[config.mk]
export PLATFORM = sky130hd
export DESIGN_NAME = mem_arbiter_flat
export DESIGN_NICKNAME = d
export VERILOG_FILES = /design/src/rtl/mem_arbiter_pkg.sv /design/src/rtl/mem_arbiter_if.sv /design/src/rtl/mem_arb_tag_table.sv /design/src/rtl/mem_arbiter.sv /design/src/flat_wrapper.sv
export SDC_FILE = /design/constraint.sdc
export NUM_CORES = 1
export LEC_CHECK = 0
export ABC_CLOCK_PERIOD_IN_PS = 5400
export BUFFER_PORTS_ARGS = -buffer_cell sky130_fd_sc_hd__buf_4
export CORE_AREA = 2 2 149 151
export DETAILED_ROUTE_END_ITERATION = 10
export DIE_AREA = 0 0 151 153
export PLACE_DENSITY = 0.48
export SETUP_SLACK_MARGIN = 0.5
export SLEW_MARGIN = 20
export SYNTH_ARGS = -nofsm -noshare
export SYNTH_HDL_FRONTEND = slang
export SYNTH_SLANG_ARGS = --single-unit
[constraint.sdc]
create_clock -name clock -period 5.4 [get_ports clock]
set_clock_uncertainty 0.15 [all_clocks]
set_input_delay 0.54 -clock clock [delete_from_list [all_inputs] [get_ports clock]]
set_output_delay 0.54 -clock clock [all_outputs]
set_load 0.05 [all_outputs]
[src/rtl/mem_arbiter_pkg.sv]
// Shared memory-side types plus arbiter-local helpers.
//   sys_defs        : MEM_TAG, MEM_BLOCK, MEM_COMMAND, MEM_ARB_OWNER
//   mem_arbiter_pkg : tag range helper used by the arbiter and its tag table
package sys_defs;

   typedef logic [3:0]  MEM_TAG;
   typedef logic [63:0] MEM_BLOCK;

   typedef enum logic [1:0] {
      MEM_NONE  = 2'h0,
      MEM_LOAD  = 2'h1,
      MEM_STORE = 2'h2
   } MEM_COMMAND;

   typedef enum logic {
      OWNER_ICACHE = 1'b0,
      OWNER_DCACHE = 1'b1
   } MEM_ARB_OWNER;

endpackage

package mem_arbiter_pkg;

   import sys_defs::*;

   // Tag 0 means "no tag"; tags above num_tags are never tracked.
   function automatic logic tag_in_range(input MEM_TAG tag, input int unsigned num_tags);
      return (tag != '0) && (32'(tag) <= num_tags);
   endfunction

endpackage

[src/rtl/mem_arbiter_if.sv]
// Request/response bus between the two cache requesters, the arbiter and memory.
//   slave  : arbiter view (requests and memory replies in, grants/responses out)
//   master : client/memory view, the mirror image
interface mem_arbiter_if;

   import sys_defs::*;

   logic        ic_req_valid;
   logic [31:0] ic_req_addr;
   logic        ic_req_accepted;

   logic        dc_req_valid;
   MEM_COMMAND  dc_req_cmd;
   logic [31:0] dc_req_addr;
   MEM_BLOCK    dc_req_data;
   logic        dc_req_accepted;

   MEM_TAG      grant_tag;

   MEM_COMMAND  mem_cmd;
   logic [31:0] mem_addr;
   MEM_BLOCK    mem_data;
   MEM_TAG      mem_tag;

   MEM_TAG      mem_resp_tag;
   MEM_BLOCK    mem_resp_data;

   logic        ic_resp_valid;
   logic        dc_resp_valid;
   MEM_TAG      resp_tag;
   MEM_BLOCK    resp_data;

   logic [3:0]  loads_outstanding;
   logic        drop_err;

   modport slave (
      input  ic_req_valid, ic_req_addr,
      input  dc_req_valid, dc_req_cmd, dc_req_addr, dc_req_data,
      input  mem_tag, mem_resp_tag, mem_resp_data,
      output ic_req_accepted, dc_req_accepted, grant_tag,
      output mem_cmd, mem_addr, mem_data,
      output ic_resp_valid, dc_resp_valid, resp_tag, resp_data,
      output loads_outstanding, drop_err
   );

   modport master (
      output ic_req_valid, ic_req_addr,
      output dc_req_valid, dc_req_cmd, dc_req_addr, dc_req_data,
      output mem_tag, mem_resp_tag, mem_resp_data,
      input  ic_req_accepted, dc_req_accepted, grant_tag,
      input  mem_cmd, mem_addr, mem_data,
      input  ic_resp_valid, dc_resp_valid, resp_tag, resp_data,
      input  loads_outstanding, drop_err
   );

endinterface

[src/rtl/mem_arb_tag_table.sv]
// Outstanding-load tag table: one {valid, owner} entry per nonzero memory tag.
//   clock, reset  : clock, synchronous active-high reset (clears every entry)
//   alloc_*       : allocate port, writes {1, owner} at alloc_tag on the next edge
//   lookup_tag    : lookup/free port, combinational hit/owner; a hit frees the entry
//   lookup_hit    : lookup_tag names a valid entry
//   lookup_owner  : owner of that entry (old owner even if it is re-allocated this cycle)
// An allocate and a free of the same tag in one cycle leave the entry allocated.
module mem_arb_tag_table
   import sys_defs::*;
   import mem_arbiter_pkg::*;
#(
   parameter int unsigned NUM_TAGS = 15
) (
   input  logic         clock,
   input  logic         reset,
   input  logic         alloc_en,
   input  MEM_TAG       alloc_tag,
   input  MEM_ARB_OWNER alloc_owner,
   input  MEM_TAG       lookup_tag,
   output logic         lookup_hit,
   output MEM_ARB_OWNER lookup_owner
);

   // Entry 0 exists only so tags index directly; it is never set.
   logic [NUM_TAGS:0] valid_q, valid_d;
   logic [NUM_TAGS:0] owner_q, owner_d;
   logic              alloc_ok;

   always_comb begin
      alloc_ok     = alloc_en && tag_in_range(alloc_tag, NUM_TAGS);
      lookup_hit   = tag_in_range(lookup_tag, NUM_TAGS) && valid_q[lookup_tag];
      lookup_owner = lookup_hit ? MEM_ARB_OWNER'(owner_q[lookup_tag]) : OWNER_ICACHE;
   end

   always_comb begin
      valid_d = valid_q;
      owner_d = owner_q;
      if (lookup_hit) begin
         valid_d[lookup_tag] = 1'b0;
      end
      // Applied after the free so a same-tag allocate wins the entry.
      if (alloc_ok) begin
         valid_d[alloc_tag] = 1'b1;
         owner_d[alloc_tag] = alloc_owner;
      end
   end

   always_ff @(posedge clock) begin
      if (reset) begin
         valid_q <= '0;
         owner_q <= '0;
      end else begin
         valid_q <= valid_d;
         owner_q <= owner_d;
      end
   end

endmodule

[src/rtl/mem_arbiter.sv]
// Arbitrates icache and dcache requests onto one memory port and routes tagged
// responses back to whichever cache issued the load.
//   clock, reset : clock, synchronous active-high reset
//   bus          : mem_arbiter_if.slave (requests, grants, memory port, responses,
//                  loads_outstanding, drop_err)
// Build option: MEM_ARB_DCACHE_PRIORITY_EN gives the dcache priority with an
// icache starvation counter; otherwise contention alternates round-robin.
`ifndef NUM_MEM_TAGS
`define NUM_MEM_TAGS 15
`endif

module mem_arbiter
   import sys_defs::*;
   import mem_arbiter_pkg::*;
#(
   parameter int unsigned NUM_TAGS     = `NUM_MEM_TAGS,
   parameter int unsigned MAX_LOADS    = 8,
   parameter int unsigned STARVE_LIMIT = 4
) (
   input logic          clock,
   input logic          reset,
   mem_arbiter_if.slave bus
);

   if (NUM_TAGS > 15 || MAX_LOADS > 15 || MAX_LOADS == 0 || STARVE_LIMIT == 0)
   begin : g_bad_params
      $error("mem_arbiter: parameter out of range for 4-bit tags/counters");
   end

   localparam logic [3:0] MAX_LOADS_CNT = 4'(MAX_LOADS);

   logic [3:0]   loads_q, loads_d;
   logic         loads_full, dc_is_load;
   logic         ic_elig, dc_elig, ic_wins;
   logic         grant_ic, grant_dc;
   logic         mem_took, accept_ic, accept_dc;
   logic         alloc_en;
   MEM_ARB_OWNER alloc_owner;
   logic         lookup_hit, resp_hit;
   MEM_ARB_OWNER lookup_owner;

`ifdef MEM_ARB_DCACHE_PRIORITY_EN
   localparam int unsigned         STARVE_W   = $clog2(STARVE_LIMIT + 1);
   localparam logic [STARVE_W-1:0] STARVE_MAX = STARVE_W'(STARVE_LIMIT);

   logic [STARVE_W-1:0] starve_q, starve_d;
   logic                contention;
`else
   MEM_ARB_OWNER last_grant_q, last_grant_d;
`endif

   // Grant: loads sit out while the outstanding-load count is at its limit.
   always_comb begin
      loads_full = (loads_q == MAX_LOADS_CNT);
      dc_is_load = (bus.dc_req_cmd == MEM_LOAD);
      ic_elig    = !reset && bus.ic_req_valid && !loads_full;
      dc_elig    = !reset && bus.dc_req_valid && !(dc_is_load && loads_full);
`ifdef MEM_ARB_DCACHE_PRIORITY_EN
      ic_wins    = (starve_q == STARVE_MAX);
`else
      ic_wins    = (last_grant_q == OWNER_DCACHE);
`endif
      grant_ic   = ic_elig && (!dc_elig || ic_wins);
      grant_dc   = dc_elig && !grant_ic;
      mem_took   = (bus.mem_tag != '0);
      accept_ic  = grant_ic && mem_took;
      accept_dc  = grant_dc && mem_took;
      alloc_en   = accept_ic || (accept_dc && dc_is_load);
      alloc_owner = accept_ic ? OWNER_ICACHE : OWNER_DCACHE;
      resp_hit   = !reset && lookup_hit;
   end

   always_comb begin
      bus.mem_cmd  = MEM_NONE;
      bus.mem_addr = '0;
      bus.mem_data = '0;
      if (grant_ic) begin
         bus.mem_cmd  = MEM_LOAD;
         bus.mem_addr = bus.ic_req_addr;
      end else if (grant_dc) begin
         bus.mem_cmd  = bus.dc_req_cmd;
         bus.mem_addr = bus.dc_req_addr;
         bus.mem_data = bus.dc_req_data;
      end
      bus.ic_req_accepted   = accept_ic;
      bus.dc_req_accepted   = accept_dc;
      bus.grant_tag         = (accept_ic || accept_dc) ? bus.mem_tag : '0;
      bus.ic_resp_valid     = resp_hit && (lookup_owner == OWNER_ICACHE);
      bus.dc_resp_valid     = resp_hit && (lookup_owner == OWNER_DCACHE);
      bus.resp_tag          = resp_hit ? bus.mem_resp_tag : '0;
      bus.resp_data         = resp_hit ? bus.mem_resp_data : '0;
      bus.drop_err          = !reset && (bus.mem_resp_tag != '0) && !lookup_hit;
      bus.loads_outstanding = loads_q;
   end

   // A same-cycle allocate and response cancel out.
   always_comb begin
      loads_d = loads_q;
      if (alloc_en && !resp_hit) begin
         loads_d = loads_q + 4'd1;
      end else if (!alloc_en && resp_hit) begin
         loads_d = loads_q - 4'd1;
      end
   end

`ifdef MEM_ARB_DCACHE_PRIORITY_EN
   always_comb begin
      contention = ic_elig && dc_elig;
      starve_d   = starve_q;
      if (accept_ic) begin
         starve_d = '0;
      end else if (contention && grant_dc && (starve_q != STARVE_MAX)) begin
         starve_d = starve_q + STARVE_W'(1);
      end
   end

   always_ff @(posedge clock) begin
      if (reset) begin
         starve_q <= '0;
      end else begin
         starve_q <= starve_d;
      end
   end
`else
   always_comb begin
      last_grant_d = last_grant_q;
      if (accept_ic) begin
         last_grant_d = OWNER_ICACHE;
      end else if (accept_dc) begin
         last_grant_d = OWNER_DCACHE;
      end
   end

   // Resetting to ICACHE hands the first contention to the dcache.
   always_ff @(posedge clock) begin
      if (reset) begin
         last_grant_q <= OWNER_ICACHE;
      end else begin
         last_grant_q <= last_grant_d;
      end
   end
`endif

   always_ff @(posedge clock) begin
      if (reset) begin
         loads_q <= '0;
      end else begin
         loads_q <= loads_d;
      end
   end

   mem_arb_tag_table #(
      .NUM_TAGS (NUM_TAGS)
   ) u_tag_table (
      .clock        (clock),
      .reset        (reset),
      .alloc_en     (alloc_en),
      .alloc_tag    (bus.mem_tag),
      .alloc_owner  (alloc_owner),
      .lookup_tag   (bus.mem_resp_tag),
      .lookup_hit   (lookup_hit),
      .lookup_owner (lookup_owner)
   );

endmodule
[src/flat_wrapper.sv]
// flat-port wrapper written by rule: the top's interface ports become plain ports
module mem_arbiter_flat import sys_defs::*; import mem_arbiter_pkg::*;
#(
   parameter int unsigned NUM_TAGS     = `NUM_MEM_TAGS,
   parameter int unsigned MAX_LOADS    = 8,
   parameter int unsigned STARVE_LIMIT = 4
)
  (clock, reset, bus_ic_req_valid, bus_ic_req_addr, bus_dc_req_valid, bus_dc_req_cmd, bus_dc_req_addr, bus_dc_req_data, bus_mem_tag, bus_mem_resp_tag, bus_mem_resp_data, bus_ic_req_accepted, bus_dc_req_accepted, bus_grant_tag, bus_mem_cmd, bus_mem_addr, bus_mem_data, bus_ic_resp_valid, bus_dc_resp_valid, bus_resp_tag, bus_resp_data, bus_loads_outstanding, bus_drop_err);
  mem_arbiter_if bus_i ();
  input logic clock;
  input logic reset;
  input wire logic [$bits(bus_i.ic_req_valid)-1:0] bus_ic_req_valid;
  input wire logic [$bits(bus_i.ic_req_addr)-1:0] bus_ic_req_addr;
  input wire logic [$bits(bus_i.dc_req_valid)-1:0] bus_dc_req_valid;
  input wire logic [$bits(bus_i.dc_req_cmd)-1:0] bus_dc_req_cmd;
  input wire logic [$bits(bus_i.dc_req_addr)-1:0] bus_dc_req_addr;
  input wire logic [$bits(bus_i.dc_req_data)-1:0] bus_dc_req_data;
  input wire logic [$bits(bus_i.mem_tag)-1:0] bus_mem_tag;
  input wire logic [$bits(bus_i.mem_resp_tag)-1:0] bus_mem_resp_tag;
  input wire logic [$bits(bus_i.mem_resp_data)-1:0] bus_mem_resp_data;
  output wire logic [$bits(bus_i.ic_req_accepted)-1:0] bus_ic_req_accepted;
  output wire logic [$bits(bus_i.dc_req_accepted)-1:0] bus_dc_req_accepted;
  output wire logic [$bits(bus_i.grant_tag)-1:0] bus_grant_tag;
  output wire logic [$bits(bus_i.mem_cmd)-1:0] bus_mem_cmd;
  output wire logic [$bits(bus_i.mem_addr)-1:0] bus_mem_addr;
  output wire logic [$bits(bus_i.mem_data)-1:0] bus_mem_data;
  output wire logic [$bits(bus_i.ic_resp_valid)-1:0] bus_ic_resp_valid;
  output wire logic [$bits(bus_i.dc_resp_valid)-1:0] bus_dc_resp_valid;
  output wire logic [$bits(bus_i.resp_tag)-1:0] bus_resp_tag;
  output wire logic [$bits(bus_i.resp_data)-1:0] bus_resp_data;
  output wire logic [$bits(bus_i.loads_outstanding)-1:0] bus_loads_outstanding;
  output wire logic [$bits(bus_i.drop_err)-1:0] bus_drop_err;
  assign bus_i.ic_req_valid = bus_ic_req_valid;
  assign bus_i.ic_req_addr = bus_ic_req_addr;
  assign bus_i.dc_req_valid = bus_dc_req_valid;
  assign bus_i.dc_req_cmd = bus_dc_req_cmd;
  assign bus_i.dc_req_addr = bus_dc_req_addr;
  assign bus_i.dc_req_data = bus_dc_req_data;
  assign bus_i.mem_tag = bus_mem_tag;
  assign bus_i.mem_resp_tag = bus_mem_resp_tag;
  assign bus_i.mem_resp_data = bus_mem_resp_data;
  assign bus_ic_req_accepted = bus_i.ic_req_accepted;
  assign bus_dc_req_accepted = bus_i.dc_req_accepted;
  assign bus_grant_tag = bus_i.grant_tag;
  assign bus_mem_cmd = bus_i.mem_cmd;
  assign bus_mem_addr = bus_i.mem_addr;
  assign bus_mem_data = bus_i.mem_data;
  assign bus_ic_resp_valid = bus_i.ic_resp_valid;
  assign bus_dc_resp_valid = bus_i.dc_resp_valid;
  assign bus_resp_tag = bus_i.resp_tag;
  assign bus_resp_data = bus_i.resp_data;
  assign bus_loads_outstanding = bus_i.loads_outstanding;
  assign bus_drop_err = bus_i.drop_err;
  mem_arbiter #(.NUM_TAGS(NUM_TAGS), .MAX_LOADS(MAX_LOADS), .STARVE_LIMIT(STARVE_LIMIT)) u_core (.clock(clock), .reset(reset), .bus(bus_i));
endmodule
==> results.sh <==
export IMPL_run_status="completed"
export IMPL_worst_path_class_setup="in -> reg"
export IMPL_cpMaxStageDelayCell="sky130_fd_sc_hd__or4_2"
export IMPL_final_layout_size_suffix_gt1_frac=0.545
export IMPL_critPathTopFamily="multiplexers"
export IMPL_maxCapViolCount=0
export IMPL_initial_core_utilization=0.163
export IMPL_ir_worst_vdd_uv=138
export IMPL_layout_filler_cells=2356
export IMPL_tightest_slew_ps=797
export IMPL_place_area_mm2=0.00656
export IMPL_internal_power_mw=0.770
export IMPL_route_antenna_remaining_nets=0
export IMPL_firstDrtPassIters=4
export IMPL_syn_to_final_growth_pct=92.1
export IMPL_worst_endpoint_required_ps=5420
export IMPL_setup_tns_final_ps=0
export IMPL_drc_errors=0
export IMPL_finalHoldViolCount=0
export IMPL_gp_congestion=0.789
export IMPL_finalSetupViolations=0
export IMPL_pin_count_of_the_biggest_net_entering_global_routing=71
export IMPL_synthXorXnorAreaFrac=0.00500
export IMPL_rsz0062_at_grt="no"
export IMPL_synth_area_top_cells="sky130_fd_sc_hd__dfxtp_1, sky130_fd_sc_hd__a21boi_1, sky130_fd_sc_hd__and3_1, sky130_fd_sc_hd__a22o_1, sky130_fd_sc_hd__clkbuf_1"
export IMPL_antenna_diode_count=0
export IMPL_overflow=0
export IMPL_cts_sinks=37
export IMPL_power_share_sequential=0.225
export IMPL_layout_cells_non_filler=1061
export IMPL_p_leak_nw=3.45
export IMPL_synth_top_family_by_area="compound AO/OA/AOI/OAI gates"
export IMPL_pwr_share_comb=0.511
export IMPL_synthDominantAreaCellType="sky130_fd_sc_hd__dfxtp_1"
export IMPL_synth_seq_area_share=0.211
export IMPL_cts_max_path_buffers=2
export IMPL_detailed_place_hpwl_um=15100
export IMPL_numPlacedInstances=1053
export IMPL_worstSkewPairLatency_ps=280
export IMPL_yosys_area_top_type_share=0.211
export IMPL_die_area_mm2=0.0231
export IMPL_nNetsFinal=990
export IMPL_synth_fa_ha_area_frac=0.0164
export IMPL_maxClockFrequency_mhz=272
export IMPL_net_count_synth=646
export IMPL_tritoncts_clock_tree="built"
export IMPL_crit_path_end_kind="flop"
export IMPL_synth_most_common_cell="sky130_fd_sc_hd__and3_1"
export IMPL_totalPowerFinal_mw=1.30
export IMPL_iter_0_drt_violations=183
export IMPL_finalCriticalPeriod_ps=3670
export IMPL_routed_via_density=4.44
export IMPL_dr_wl_met3_um=1810
export IMPL_post_cts_hold_buffer_count=0
export IMPL_yosysUniqueCellTypes=47
export IMPL_min_period_over_period=0.680
export IMPL_netlist_area_mm2=0.00351
export IMPL_max_stage_delay_ps=630
export IMPL_p_sw_frac=0.406
export IMPL_share_of_synthesized_area_spent_on_multiplexers=0.0667
export IMPL_postSynthRegisterBits=37
export IMPL_synth_compound_area_frac=0.375
export IMPL_synth_common_cells="sky130_fd_sc_hd__and3_1, sky130_fd_sc_hd__a21boi_1, sky130_fd_sc_hd__clkbuf_1, sky130_fd_sc_hd__dfxtp_1, sky130_fd_sc_hd__a22o_1"
export IMPL_syn_inst=436
export IMPL_grtUsageTotal=0.147
export IMPL_power_clock_fraction=0.264
export IMPL_num_rows=54
export IMPL_ys_warnings_count=0
export IMPL_critical_path_buf_inv_count=2
export IMPL_syn_mean_instance_area_um2=8.04
export IMPL_die_width_um=151
export IMPL_route_detailed_wl_per_inst_um=17.5
export IMPL_worst_setup_hold_path_clk_slew_ps=60
export IMPL_path_max_fanout=20
export IMPL_cts_post_setup_buffers_inserted=0
export IMPL_wl_met2_um=9440
export IMPL_ys_flop_type="sky130_fd_sc_hd__dfxtp_1"
export IMPL_total_number_of_vias=4706
export IMPL_grt_antenna_before_repair=0
export IMPL_clockRootBuffer="sky130_fd_sc_hd__clkbuf_16"
export IMPL_power_density_cell_area_mw_per_mm2=192
export IMPL_htree_num_levels=2
export IMPL_port_buffers=384
export IMPL_tritoncts_num_buffers=5
export IMPL_vias_in_the_first_global_route=4496
export IMPL_drv_slew=0
export IMPL_synth_edf_count=0
export IMPL_synthArstFlopShare=0
export IMPL_floorplan_io_pins=385
export IMPL_critical_path_startpoint_type="input pin"
export IMPL_grt_pass1_wl_um=26500
export IMPL_switching_power_mw=0.527
export IMPL_core_mm2=0.0215
export IMPL_crit_chain="buf_4, mux2i_1, mux4_2, or4_2, and2_1, ha_1, inv_1, ha_1, a21o_1, a21oi_1, mux2i_1, mux2_2"
export IMPL_routed_wl_um=18500
export IMPL_layout_cell_area_non_filler_mm2=0.00674
export IMPL_highest_metal_layer_with_signal_wires="met4"
export IMPL_timing_max_slew_rel_slack=0.467
export IMPL_floorplan_die_height_um=153
export IMPL_timing_hold_worst_class="reg -> reg"
export IMPL_wl_met1_um=7100
export IMPL_cts_repair_resized=0
export IMPL_synth_simple_gate_area_frac=0.231
export IMPL_critPathArrivalTime_ps=3690
-- final cells by class --
cell class / instances / area (µm²) / area share
Inverter: 14 / 52.6 / 0.00780
Clock inverter: 1 / 30.0 / 0.00446
Sequential cell: 37 / 741 / 0.110
Timing Repair Buffer: 393 / 2950 / 0.438
Clock buffer: 7 / 143 / 0.0212
Tap cell: 280 / 350 / 0.0520
Multi-Input combinational cell: 329 / 2470 / 0.367
-- routing by layer --
layer  vias up  track usage
met5         -            0
met4         0       0.0267
met3         7       0.0331
met2       245        0.276
met1      2132        0.169
li1       2322            -
-- path summary, 6_finish.rpt --
kind | from | end | slack (ps) | cells past startpoint
min reg2reg | u_core.u_tag_table.owner_q[12] | u_core.u_tag_table.owner_q[12] | 310 | 2
min | u_core.u_tag_table.owner_q[12] | u_core.u_tag_table.owner_q[12] | 310 | 2
max | bus_mem_resp_tag[1] | u_core.bus.loads_outstanding[3] | 1730 | 12
max reg2reg | u_core.u_tag_table.valid_q[6] | u_core.bus.loads_outstanding[3] | 1950 | 11
-- worst register-to-register path, stage by stage (launching register included) --
cell and delay [ps]:
sky130_fd_sc_hd__dfxtp_1 350, sky130_fd_sc_hd__mux2i_1 80, sky130_fd_sc_hd__mux4_2 470, sky130_fd_sc_hd__or4_2 630, sky130_fd_sc_hd__and2_1 190, sky130_fd_sc_hd__ha_1 200, sky130_fd_sc_hd__inv_1 130, sky130_fd_sc_hd__ha_1 250
sky130_fd_sc_hd__a21o_1 170, sky130_fd_sc_hd__a21oi_1 170, sky130_fd_sc_hd__mux2i_1 220, sky130_fd_sc_hd__mux2_2 340
-- power by group through the flow --
stage / Combinational, mW / Clock [mW] / Sequential, mW
final: 0.662 / 0.342 / 0.292
after global routing: 0.701 / 0.362 / 0.293
after CTS: 0.669 / 0.349 / 0.292
after detailed placement: 0.668 / 0 / 0.298
after global placement: 0.669 / 0 / 0.298
after floorplan: 0.384 / 0 / 0.314
-- through the flow --
stage,worst slack (ps),util,hold slack [ps]
3_5_place_dp,1430,0.305,300
6_report,1730,0.314,314
3_3_place_gp,1450,0.305,300
4_1_cts,1730,0.314,308
5_1_grt,1550,0.314,328
2_1_floorplan,1410,-,268
-- placed cells by master, fill, tap and decap left out, types with 5 or more instances in the layout --
| master | netlist | final |
|---|---|---|
| sky130_fd_sc_hd__inv_1 | 13 | 13 |
| sky130_fd_sc_hd__nand4_1 | 11 | 11 |
| sky130_fd_sc_hd__and3_1 | 66 | 66 |
| sky130_fd_sc_hd__o211ai_1 | 7 | 7 |
| sky130_fd_sc_hd__a21boi_2 | 12 | 12 |
| sky130_fd_sc_hd__nand2_1 | 14 | 14 |
| sky130_fd_sc_hd__buf_4 | 0 | 393 |
| sky130_fd_sc_hd__mux2i_1 | 11 | 10 |
| sky130_fd_sc_hd__dfxtp_1 | 37 | 37 |
| sky130_fd_sc_hd__a41oi_1 | 5 | 5 |
| sky130_fd_sc_hd__nor2_1 | 15 | 15 |
| sky130_fd_sc_hd__mux4_2 | 5 | 5 |
| sky130_fd_sc_hd__a22o_1 | 33 | 33 |
| sky130_fd_sc_hd__o21a_1 | 5 | 5 |
| sky130_fd_sc_hd__nor2b_1 | 12 | 11 |
| sky130_fd_sc_hd__and2_1 | 7 | 7 |
| sky130_fd_sc_hd__a21oi_1 | 12 | 12 |
| sky130_fd_sc_hd__clkbuf_16 | 0 | 5 |
| sky130_fd_sc_hd__a221oi_1 | 8 | 8 |
| sky130_fd_sc_hd__o21ai_0 | 8 | 8 |
| sky130_fd_sc_hd__a21boi_1 | 56 | 56 |
-- registers in the layout, summed over array words and instances, names as in the netlist --
register	count
u_core.ic_wins	1
u_core.u_tag_table.valid_q	16
u_core.u_tag_table.owner_q	16
u_core.bus.loads_outstanding	4
-- logic make-up (layout without fill, tap and decap cells) --
logic type | count (synthesis) | count (layout)
and+or+nand+nor | 139 | 139
muxes | 17 | 17
buffers and inverters | 70 | 415
AOI/OAI and AO/OA | 167 | 167
xor gates and xnor gates | 2 | 2
adders and majority gates | 4 | 4
DFF | 37 | 37
(Power assumes the default switching activity.)
